==> src/rtl/spm_host_pkg.sv <==
// Shared types and constants for the spm_host sequencer.
//   state_e  : sequencer states (IDLE, CLR, SHIFT, DONE)
//   OP_W     : operand width, PROD_W : product width
//   SER_BITS : product bits streamed per operation
//   cnt_t    : SHIFT-phase cycle counter
package spm_host_pkg;

  localparam int unsigned OP_W     = 8;
  localparam int unsigned PROD_W   = 16;
  localparam int unsigned SER_BITS = 16;
  localparam int unsigned CNT_W    = 5;

  typedef enum logic [1:0] {
    IDLE  = 2'd0,
    CLR   = 2'd1,
    SHIFT = 2'd2,
    DONE  = 2'd3
  } state_e;

  typedef logic [CNT_W-1:0] cnt_t;

endpackage

==> src/rtl/spm_host_if.sv <==
// Bundle between core logic, spm_host and the serial-parallel multiplier.
//   in_valid/in_ready/a/b        : operand handshake (core -> host)
//   out_valid/out_ready/prod     : result handshake (host -> core)
//   spm_clr/spm_x/spm_y/spm_p    : multiplier side
// slave is the host view; master is the core + multiplier view.
interface spm_host_if;
  import spm_host_pkg::*;

  logic              in_valid;
  logic              in_ready;
  logic [OP_W-1:0]   a;
  logic [OP_W-1:0]   b;
  logic              out_valid;
  logic              out_ready;
  logic [PROD_W-1:0] prod;
  logic              spm_clr;
  logic [OP_W-1:0]   spm_x;
  logic              spm_y;
  logic              spm_p;

  modport slave (
    input  in_valid, a, b, out_ready, spm_p,
    output in_ready, out_valid, prod, spm_clr, spm_x, spm_y
  );

  modport master (
    output in_valid, a, b, out_ready, spm_p,
    input  in_ready, out_valid, prod, spm_clr, spm_x, spm_y
  );

endinterface

==> src/rtl/spm_host_deser.sv <==
// Right-shift sampler for the serial product stream.
//   clk, rst : clock and synchronous active-high reset
//   en       : take one sample this cycle
//   din      : serial product bit (LSB first)
//   next_c   : 16-bit window as it will look after this cycle's sample
module spm_host_deser
  import spm_host_pkg::*;
(
  input  logic              clk,
  input  logic              rst,
  input  logic              en,
  input  logic              din,
  output logic [PROD_W-1:0] next_c
);

  // Bit 0 of the window is only ever shifted out, so 15 flops hold the history.
  logic [PROD_W-2:0] sreg;

  assign next_c = {din, sreg};

  always_ff @(posedge clk) begin
    if (rst) begin
      sreg <= '0;
    end else if (en) begin
      sreg <= next_c[PROD_W-1:1];
    end
  end

endmodule

==> src/rtl/spm_host.sv <==
// Sequencer driving the serial-parallel multiplier from a valid/ready port.
//   clk, rst : clock and synchronous active-high reset
//   bus      : spm_host_if.slave (operand/result handshakes + multiplier pins)
//   LAT      : cycles from driving spm_y bit i to spm_p carrying product bit i
module spm_host
  import spm_host_pkg::*;
#(
  parameter int unsigned LAT = 1
) (
  input logic       clk,
  input logic       rst,
  spm_host_if.slave bus
);

  localparam cnt_t LAST  = cnt_t'(SER_BITS + LAT - 1);
  localparam cnt_t FIRST = cnt_t'(LAT);

  state_e            state_q;
  state_e            state_n;
  logic [OP_W-1:0]   x_q;
  logic [OP_W-1:0]   y_sreg;
  cnt_t              bit_cnt;
  logic              in_ready_q;
  logic              out_valid_q;
  logic              spm_clr_q;
  logic              spm_y_q;
  logic [PROD_W-1:0] prod_q;
  logic [PROD_W-1:0] p_next;
  logic              sample_en;

  // Next state and sample window.
  always_comb begin
    state_n   = state_q;
    sample_en = 1'b0;
    case (state_q)
      IDLE:    if (bus.in_valid) state_n = CLR;
      CLR:     state_n = SHIFT;
      SHIFT: begin
        // The first LAT cycles only prime the multiplier pipeline.
        sample_en = (bit_cnt >= FIRST);
        if (bit_cnt == LAST) state_n = DONE;
      end
      DONE:    if (bus.out_ready) state_n = IDLE;
      default: state_n = IDLE;
    endcase
  end

  spm_host_deser u_deser (
    .clk    (clk),
    .rst    (rst),
    .en     (sample_en),
    .din    (bus.spm_p),
    .next_c (p_next)
  );

  // State, operand registers and registered outputs derived from the next state.
  always_ff @(posedge clk) begin
    if (rst) begin
      state_q     <= IDLE;
      x_q         <= '0;
      y_sreg      <= '0;
      bit_cnt     <= '0;
      in_ready_q  <= 1'b1;
      out_valid_q <= 1'b0;
      spm_clr_q   <= 1'b0;
      spm_y_q     <= 1'b0;
      prod_q      <= '0;
    end else begin
      state_q     <= state_n;
      in_ready_q  <= (state_n == IDLE);
      out_valid_q <= (state_n == DONE);
      spm_clr_q   <= (state_n == CLR);
      spm_y_q     <= (state_n == SHIFT) ? y_sreg[0] : 1'b0;
      bit_cnt     <= (state_q == SHIFT) ? bit_cnt + cnt_t'(1) : '0;

      if (state_q == IDLE && bus.in_valid) begin
        x_q    <= bus.a;
        y_sreg <= bus.b;
      end else if (state_n == SHIFT) begin
        // Arithmetic shift: upper serial bits repeat the sign of b.
        y_sreg <= {y_sreg[OP_W-1], y_sreg[OP_W-1:1]};
      end

      // Capture the window together with its final sample.
      if (state_q == SHIFT && state_n == DONE) prod_q <= p_next;
    end
  end

  assign bus.in_ready  = in_ready_q;
  assign bus.out_valid = out_valid_q;
  assign bus.prod      = prod_q;
  assign bus.spm_clr   = spm_clr_q;
  assign bus.spm_x     = x_q;
  assign bus.spm_y     = spm_y_q;

endmodule

==> src/flat_wrapper.sv <==
// flat-port wrapper written by rule: the top's interface ports become plain ports
module spm_host_flat import spm_host_pkg::*;
#(
  parameter int unsigned LAT = 1
)
  (clk, rst, bus_in_valid, bus_a, bus_b, bus_out_ready, bus_spm_p, bus_in_ready, bus_out_valid, bus_prod, bus_spm_clr, bus_spm_x, bus_spm_y);
  spm_host_if bus_i ();
  input logic clk;
  input logic rst;
  input wire logic [$bits(bus_i.in_valid)-1:0] bus_in_valid;
  input wire logic [$bits(bus_i.a)-1:0] bus_a;
  input wire logic [$bits(bus_i.b)-1:0] bus_b;
  input wire logic [$bits(bus_i.out_ready)-1:0] bus_out_ready;
  input wire logic [$bits(bus_i.spm_p)-1:0] bus_spm_p;
  output wire logic [$bits(bus_i.in_ready)-1:0] bus_in_ready;
  output wire logic [$bits(bus_i.out_valid)-1:0] bus_out_valid;
  output wire logic [$bits(bus_i.prod)-1:0] bus_prod;
  output wire logic [$bits(bus_i.spm_clr)-1:0] bus_spm_clr;
  output wire logic [$bits(bus_i.spm_x)-1:0] bus_spm_x;
  output wire logic [$bits(bus_i.spm_y)-1:0] bus_spm_y;
  assign bus_i.in_valid = bus_in_valid;
  assign bus_i.a = bus_a;
  assign bus_i.b = bus_b;
  assign bus_i.out_ready = bus_out_ready;
  assign bus_i.spm_p = bus_spm_p;
  assign bus_in_ready = bus_i.in_ready;
  assign bus_out_valid = bus_i.out_valid;
  assign bus_prod = bus_i.prod;
  assign bus_spm_clr = bus_i.spm_clr;
  assign bus_spm_x = bus_i.spm_x;
  assign bus_spm_y = bus_i.spm_y;
  spm_host #(.LAT(LAT)) u_core (.clk(clk), .rst(rst), .bus(bus_i));
endmodule
==> config.mk <==
export PLATFORM = sky130hd
export DESIGN_NAME = spm_host_flat
export DESIGN_NICKNAME = d
export VERILOG_FILES = /design/src/rtl/spm_host_pkg.sv /design/src/rtl/spm_host_if.sv /design/src/rtl/spm_host_deser.sv /design/src/rtl/spm_host.sv /design/src/flat_wrapper.sv
export SDC_FILE = /design/constraint.sdc
export NUM_CORES = 1
export LEC_CHECK = 0
export BUFFER_PORTS_ARGS = -buffer_cell sky130_fd_sc_hd__buf_2
export CORE_MARGIN = 1.5
export CORE_UTILIZATION = 53
export DETAILED_ROUTE_END_ITERATION = 7
export PLACE_DENSITY = 0.82
export SETUP_SLACK_MARGIN = 0.05
export SLEW_MARGIN = 20
export SYNTH_ARGS = -nofsm -noshare
export SYNTH_HDL_FRONTEND = slang
export SYNTH_SLANG_ARGS = --single-unit
==> constraint.sdc <==
create_clock -name clk -period 2.1 [get_ports clk]
set_clock_uncertainty 0.15 [all_clocks]
set_input_delay 0.42 -clock clk [delete_from_list [all_inputs] [get_ports clk]]
set_output_delay 0.42 -clock clk [all_outputs]
set_load 0.01 [all_outputs]
After elaboration in Yosys (flattened, before gate mapping)
Cells that the tools add are included.
{ "totals": {"in_bits": 21, "wordCells": 36, "ff_bits": 58, "output_inout_bits": 28} }
{ "classes": {"n_reduce_logical": 7, "n_lt_le_gt_ge": 1, "n_eq_ne": 7, "addsub": 1, "mux": 7, "n_bitwise": 2} }
{ "op_table": {"columns": ["op", "count"], "rows": [
  ["$eq 2x2->1 const B", 4],
  ["$mux 8", 1],
  ["$pmux 2 s4", 1],
  ["$mux 7", 1],
  ["$mux 2", 3],
  ["$add 5x1->5 const B", 1],
  ["$eq 5x5->1 const B", 1],
  ["$ge 5x1->1 const B", 1],
  ["$eq 2x1->1 const B", 2],
  ["$logic_not 2->1", 2],
  ["$reduce_or 2->1", 2],
  ["$logic_and 1x1->1", 2],
  ["$not 1->1", 2],
  ["$reduce_bool 2->1", 1],
  ["$mux 1", 1]
]} }

Logic depth before layout (Yosys ltp)
{ "depth": {"word_depth": 6, "ltp_mapped": 7, "ltp_nobuf": 5} }

By module
A second synthesis with hierarchy kept.
{ "hier_totals": {"cells_unflattened": 240, "area_unflattened_um2": 2401.1} }
{ "by_module_without_submodules": {"columns": ["module", "instances", "cells_each", "area_each_um2", "seq_area_each_um2"], "rows": [
  ["spm_host", 1, 191, 1851.8, 860.8],
  ["spm_host_deser", 1, 49, 549.3, 300.3]
]} }

Least setup slack after synthesis
No wires, ideal clock.
{ "synth_timing": {"path_type": "register to register", "startpoint": "register u_core.bit_cnt[0]", "endpoint": "register u_core.y_sreg[0]", "synth_period_minus_slack_ns": 1.609, "arrival_time_ns": 1.401, "required_time_ns": 1.892, "n_path_buf": 1, "setup_ns": 0.058, "setup_slack_ns": 0.491, "path_stages_with_launch": 7, "cell_sequence": "dfxtp_1 -> inv_1 -> ha_1 -> and4bb_2 -> buf_4 -> o22ai_4 -> o221a_2"} }
{ "synth_via": {"elab_chain_cells": 5} }
{ "synth_lines": {"columns": ["element", "line_no", "rtl"], "rows": [
  ["start, declared", "spm_host.sv:22", "cnt_t bit_cnt;"],
  ["start signal, assigned", "spm_host.sv:74", "bit_cnt <= (state_q == SHIFT) ? bit_cnt + cnt_t'(1) : '0;"],
  ["$eq 5x5->1", "spm_host.sv:41", "if (bit_cnt == LAST) state_n = DONE;"],
  ["$mux 2", "spm_host.sv:41", null],
  ["$pmux 2 s4", "spm_host.sv:35", "case (state_q)"],
  ["$eq 2x2->1", "spm_host.sv:79", "end else if (state_n == SHIFT) begin"],
  ["$reduce_bool 2->1 (no source line)", null, null],
  ["end signal, assigned", "spm_host.sv:78", "y_sreg <= bus.b;"],
  ["end signal, assigned", "spm_host.sv:81", "y_sreg <= {y_sreg[OP_W-1], y_sreg[OP_W-1:1]};"],
  ["end, declared", "spm_host.sv:21", "logic [OP_W-1:0] y_sreg;"]
]} }
Every way passes these cells.
A chain may end at the register's enable or synchronous reset.

Worst setup path in the final report
{ "layout_timing": {"startpoint": "register u_core.bit_cnt[0]", "endpoint": "register u_core.spm_y_q, in the netlist u_core.bus.spm_y"} }
{ "layout_via": {"elab_chain_cells": 6} }
{ "layout_lines": {"columns": ["element", "line_no", "rtl"], "rows": [
  ["$eq 5x5->1", "spm_host.sv:41", null],
  ["$mux 2", "spm_host.sv:41", null],
  ["$pmux 2 s4", "spm_host.sv:35", null],
  ["$eq 2x2->1", "spm_host.sv:73", "spm_y_q <= (state_n == SHIFT) ? y_sreg[0] : 1'b0;"],
  ["$not 1->1 (no source line)", null, null],
  ["$reduce_or 2->1 (no source line)", null, null],
  ["end signal, assigned", "spm_host.sv:73", null],
  ["end, declared", "spm_host.sv:26", "logic spm_y_q;"]
]} }
Every way passes these cells.

==> impl_metrics.csv <==
group,metric,value,unit
power_and_ir_drop,p_clk_share,38.4,%
clock_tree,root_buffer,"clkbuf_8",
clock_tree,clk_pin_slew,0.06,ns
setup_path,cp.required,2.22,ns
setup_path,cp_max_fo,20,
clock_tree,cts-buffers-inserted,9,
yosys,synth_area,2369,um2
place,dp_hpwl,3307,um
power_and_ir_drop,p_switching,537.9,uW
timing,finalSetupViolCount,0,
floorplan,die-width,69.85,um
route,ant_nets,0,
timing,fin_tns_setup,0,ns
setup_path,start_kind,"flop",
yosys,netlist_instances,251,
floorplan,row_count,24,
setup_path,ff2ff_path_depth,5,
timing,relSlewSlack,67.86,%
yosys,synth.ff_latch_count,58,
timing,hold_viol,0,
place,gp_congestion,0.7762,
setup_path,arrival,2.00,ns
yosys,ys_warn_count,0,
timing,period_needed,1.877,ns
final_layout,fin_cells,357,
power_and_ir_drop,pwr-share-seq,52.2,%
worst_hold_path,holdPathStages,3,
power_and_ir_drop,p_comb_share,9.3,%
global_route,grt_pass1_wl,8190,um
final_layout,final_cell_mix,"dfxtp_1, buf_2, a21oi_1",
setup_path,setup.worst_path.end_class,"flop",
yosys,synth.distinct_cells,40,
global_route,grt_antenna_before_repair,0,
power_and_ir_drop,p_int,1693,uW
route,wl_per_cell,13.62,um
final_layout,fin_nets,324,
final_layout,num-fill-cells,387,
route,vias,1936,
worst_hold_path,hp-class,"input port to flop",
setup_path,r2r_start,"u_core.bit_cnt[0]",
final_layout,post-route-util,64.96,%
power_and_ir_drop,cellLeakagePower,0.001221,uW
power_and_ir_drop,switching_share,24.11,%
global_route,grt_max_degree,40,
final_layout,drive_gt1_share,26.56,%
worst_hold_path,hold_end,"u_core.bus.spm_x[5]",
global_route,grt_pass1_vias,1836,
final_layout,areaGrowthSynthToFinish,18.59,%
setup_path,critical_path_class,"flop to flop",
final_layout,diodes,0,
yosys,avgSynthCellArea,9.436,um2
power_and_ir_drop,ir_drop,0.5206,mV
timing,worst_slew_pin_slew,0.4820,ns
floorplan,coreArea,4324,um2
place,post-place-cells,341,
setup_path,r2r_slack,0.22,ns
clock_tree,holdBufCountCts,0,
clock_tree,htreeDepth,3,
route,wl,4864,um
clock_tree,clk_latency,0.33,ns
route,route.detailed.drc,0,
yosys,syn_nets,275,
final_layout,layout_commonest_cell,"dfxtp_1",
clock_tree,clkSinkCount,58,
outcome,status,"completed",
place,port_buffers,48,
flow_run,maxCapViolations,0,
route,vias_per_cell,5.423,
timing,rsz0062_at_grt,"false",
route,drtPass1Iterations,4,
floorplan,start_util,54.77,%
global_route,grt_usage,21.20,%
setup_path,timing.rr.end,"u_core.bus.spm_y",
clock_tree,clock_path_buffers,2,
route,drtIter0Drc,125,
worst_hold_path,min_from,"bus_a[5]",
timing,layout_worst_path_cycle_share,89.36,%
timing,max_freq,0.5329,GHz
global_route,overflow,0,
clock_tree,post_cts_resized,0,
floorplan,dieHeight,69.85,um
power_and_ir_drop,powerDensity,794.2,nW/um2
floorplan,die_area,4879,um2
clock_tree,cts_tree,"built",
timing,finalMaxSlewViolations,0,
floorplan,ioPinCount,49,
yosys,seq_area_frac_synth,49.02,%
clock_tree,post_cts_buffers,0,
[worst max-delay path, stage by stage, from the launching register on]
cell	delay, ns
dfxtp_1	0.42
inv_1	0.07
ha_1	0.20
and4bb_2	0.39
a221oi_2	0.39
and3_1	0.20
[sequential cells by signal, summed over array words and instances, names as in the netlist]
register              cells
u_core.bit_cnt            5
u_core.bus.in_ready       1
u_core.bus.out_valid      1
u_core.bus.prod          16
u_core.bus.spm_clr        1
u_core.bus.spm_x          8
u_core.bus.spm_y          1
u_core.state_q            2
u_core.u_deser.sreg      15
u_core.y_sreg             8
[how the worst max path moves through the flow]
| stage | to | slack, ns | startpoint | depth (start not counted) |
|---|---|---|---|---|
| 2_1_floorplan | u_core.y_sreg[0] | 0.49 | u_core.bit_cnt[0] | 6 |
| 3_3_place_gp | u_core.bus.spm_y | 0.30 | u_core.bit_cnt[0] | 5 |
| 3_5_place_dp | u_core.bus.spm_y | 0.23 | u_core.bit_cnt[0] | 5 |
| 4_1_cts | u_core.bus.spm_y | 0.21 | u_core.bit_cnt[0] | 5 |
| 5_1_grt | u_core.bus.spm_y | 0.10 | u_core.bit_cnt[0] | 5 |
| 6_report | u_core.bus.spm_y | 0.22 | u_core.bit_cnt[0] | 5 |
[power by group through the flow]
stage	sequential [uW]	combinational, uW	clock [uW]
after floorplan	1180	140	0
after global placement	1190	203	0
after detailed placement	1190	208	0
after CTS	1160	209	877
after global routing	1170	231	926
final	1170	208	858
[per-layer routing]
metal,GRT usage [%],vias to the layer above,routed length [um]
met4,8.974,0,68
met5,0,-,0
li1,-,969,-
met1,26.18,911,2222
met2,34.71,47,2349
met3,6.061,9,224
[kinds of logic (layout without fill, tap and decap cells)]
family / Yosys count / in the layout / synth area share (%)
mux: 16 / 16 / 6.762
buf+inv: 28 / 82 / 6.392
simple gates: 79 / 79 / 18.07
fa+ha+maj: 3 / 3 / 1.585
xor+xnor: 3 / 3 / 1.110
flops: 58 / 58 / 49.02
compound gates: 64 / 64 / 17.06
[area by class of cell]
cell class	instances	area [um2]	area share, %
inverter	7	26.28	0.9354
tap	52	65.06	2.316
clock inverter	2	12.51	0.4454
timing repair buffer	59	335.3	11.94
clock buffer	14	152.6	5.434
sequential	58	1161	41.34
multi-input combinational	165	1056	37.59
[synth_stat cells (all sizes together)]
master / instances / area (um2)
and4bb: 1 / 12.51
ha: 3 / 37.54
nor2: 7 / 26.28
dfxtp: 58 / 1161
clkbuf: 7 / 27.52
a311oi: 1 / 8.760
or2: 1 / 6.260
o221a: 5 / 56.30
nand2b: 18 / 112.6
o211ai: 1 / 7.510
nor2b: 3 / 18.77
mux2i: 16 / 160.2
a221oi: 1 / 15.01
nor3b: 2 / 26.28
xnor2: 1 / 8.760
a21o: 1 / 7.510
a21oi: 30 / 150.1
a21boi: 1 / 7.510
nand3: 20 / 100.1
a31o: 1 / 8.760
or3b: 1 / 8.760
buf: 14 / 97.59
o2111ai: 1 / 8.760
nand2: 19 / 71.32
xor2: 2 / 17.52
nand3b: 1 / 7.510
o21ai: 16 / 80.08
o31ai: 1 / 7.510
a31oi: 3 / 18.77
o22ai: 1 / 20.02
inv: 7 / 26.28
and3: 1 / 6.260
o21a: 1 / 7.510
nand4bb: 1 / 11.26
nor3: 4 / 20.02
[per-stage QoR]
| step | cell area [um2] | total power (uW) | setup WS [ns] | hold slack, ns |
|---|---|---|---|---|
| after floorplan | 2369 | 1325 | 0.4905 | 0.2863 |
| final | 2809 | 2231 | 0.2234 | 0.1783 |
| after CTS | 2809 | 2251 | 0.2140 | 0.1692 |
| after global placement | 2644 | 1390 | 0.3013 | 0.2893 |
| after detailed placement | 2644 | 1396 | 0.2350 | 0.2962 |
| after global routing | 2809 | 2326 | 0.1031 | 0.1780 |
(Power assumes the default switching activity.)
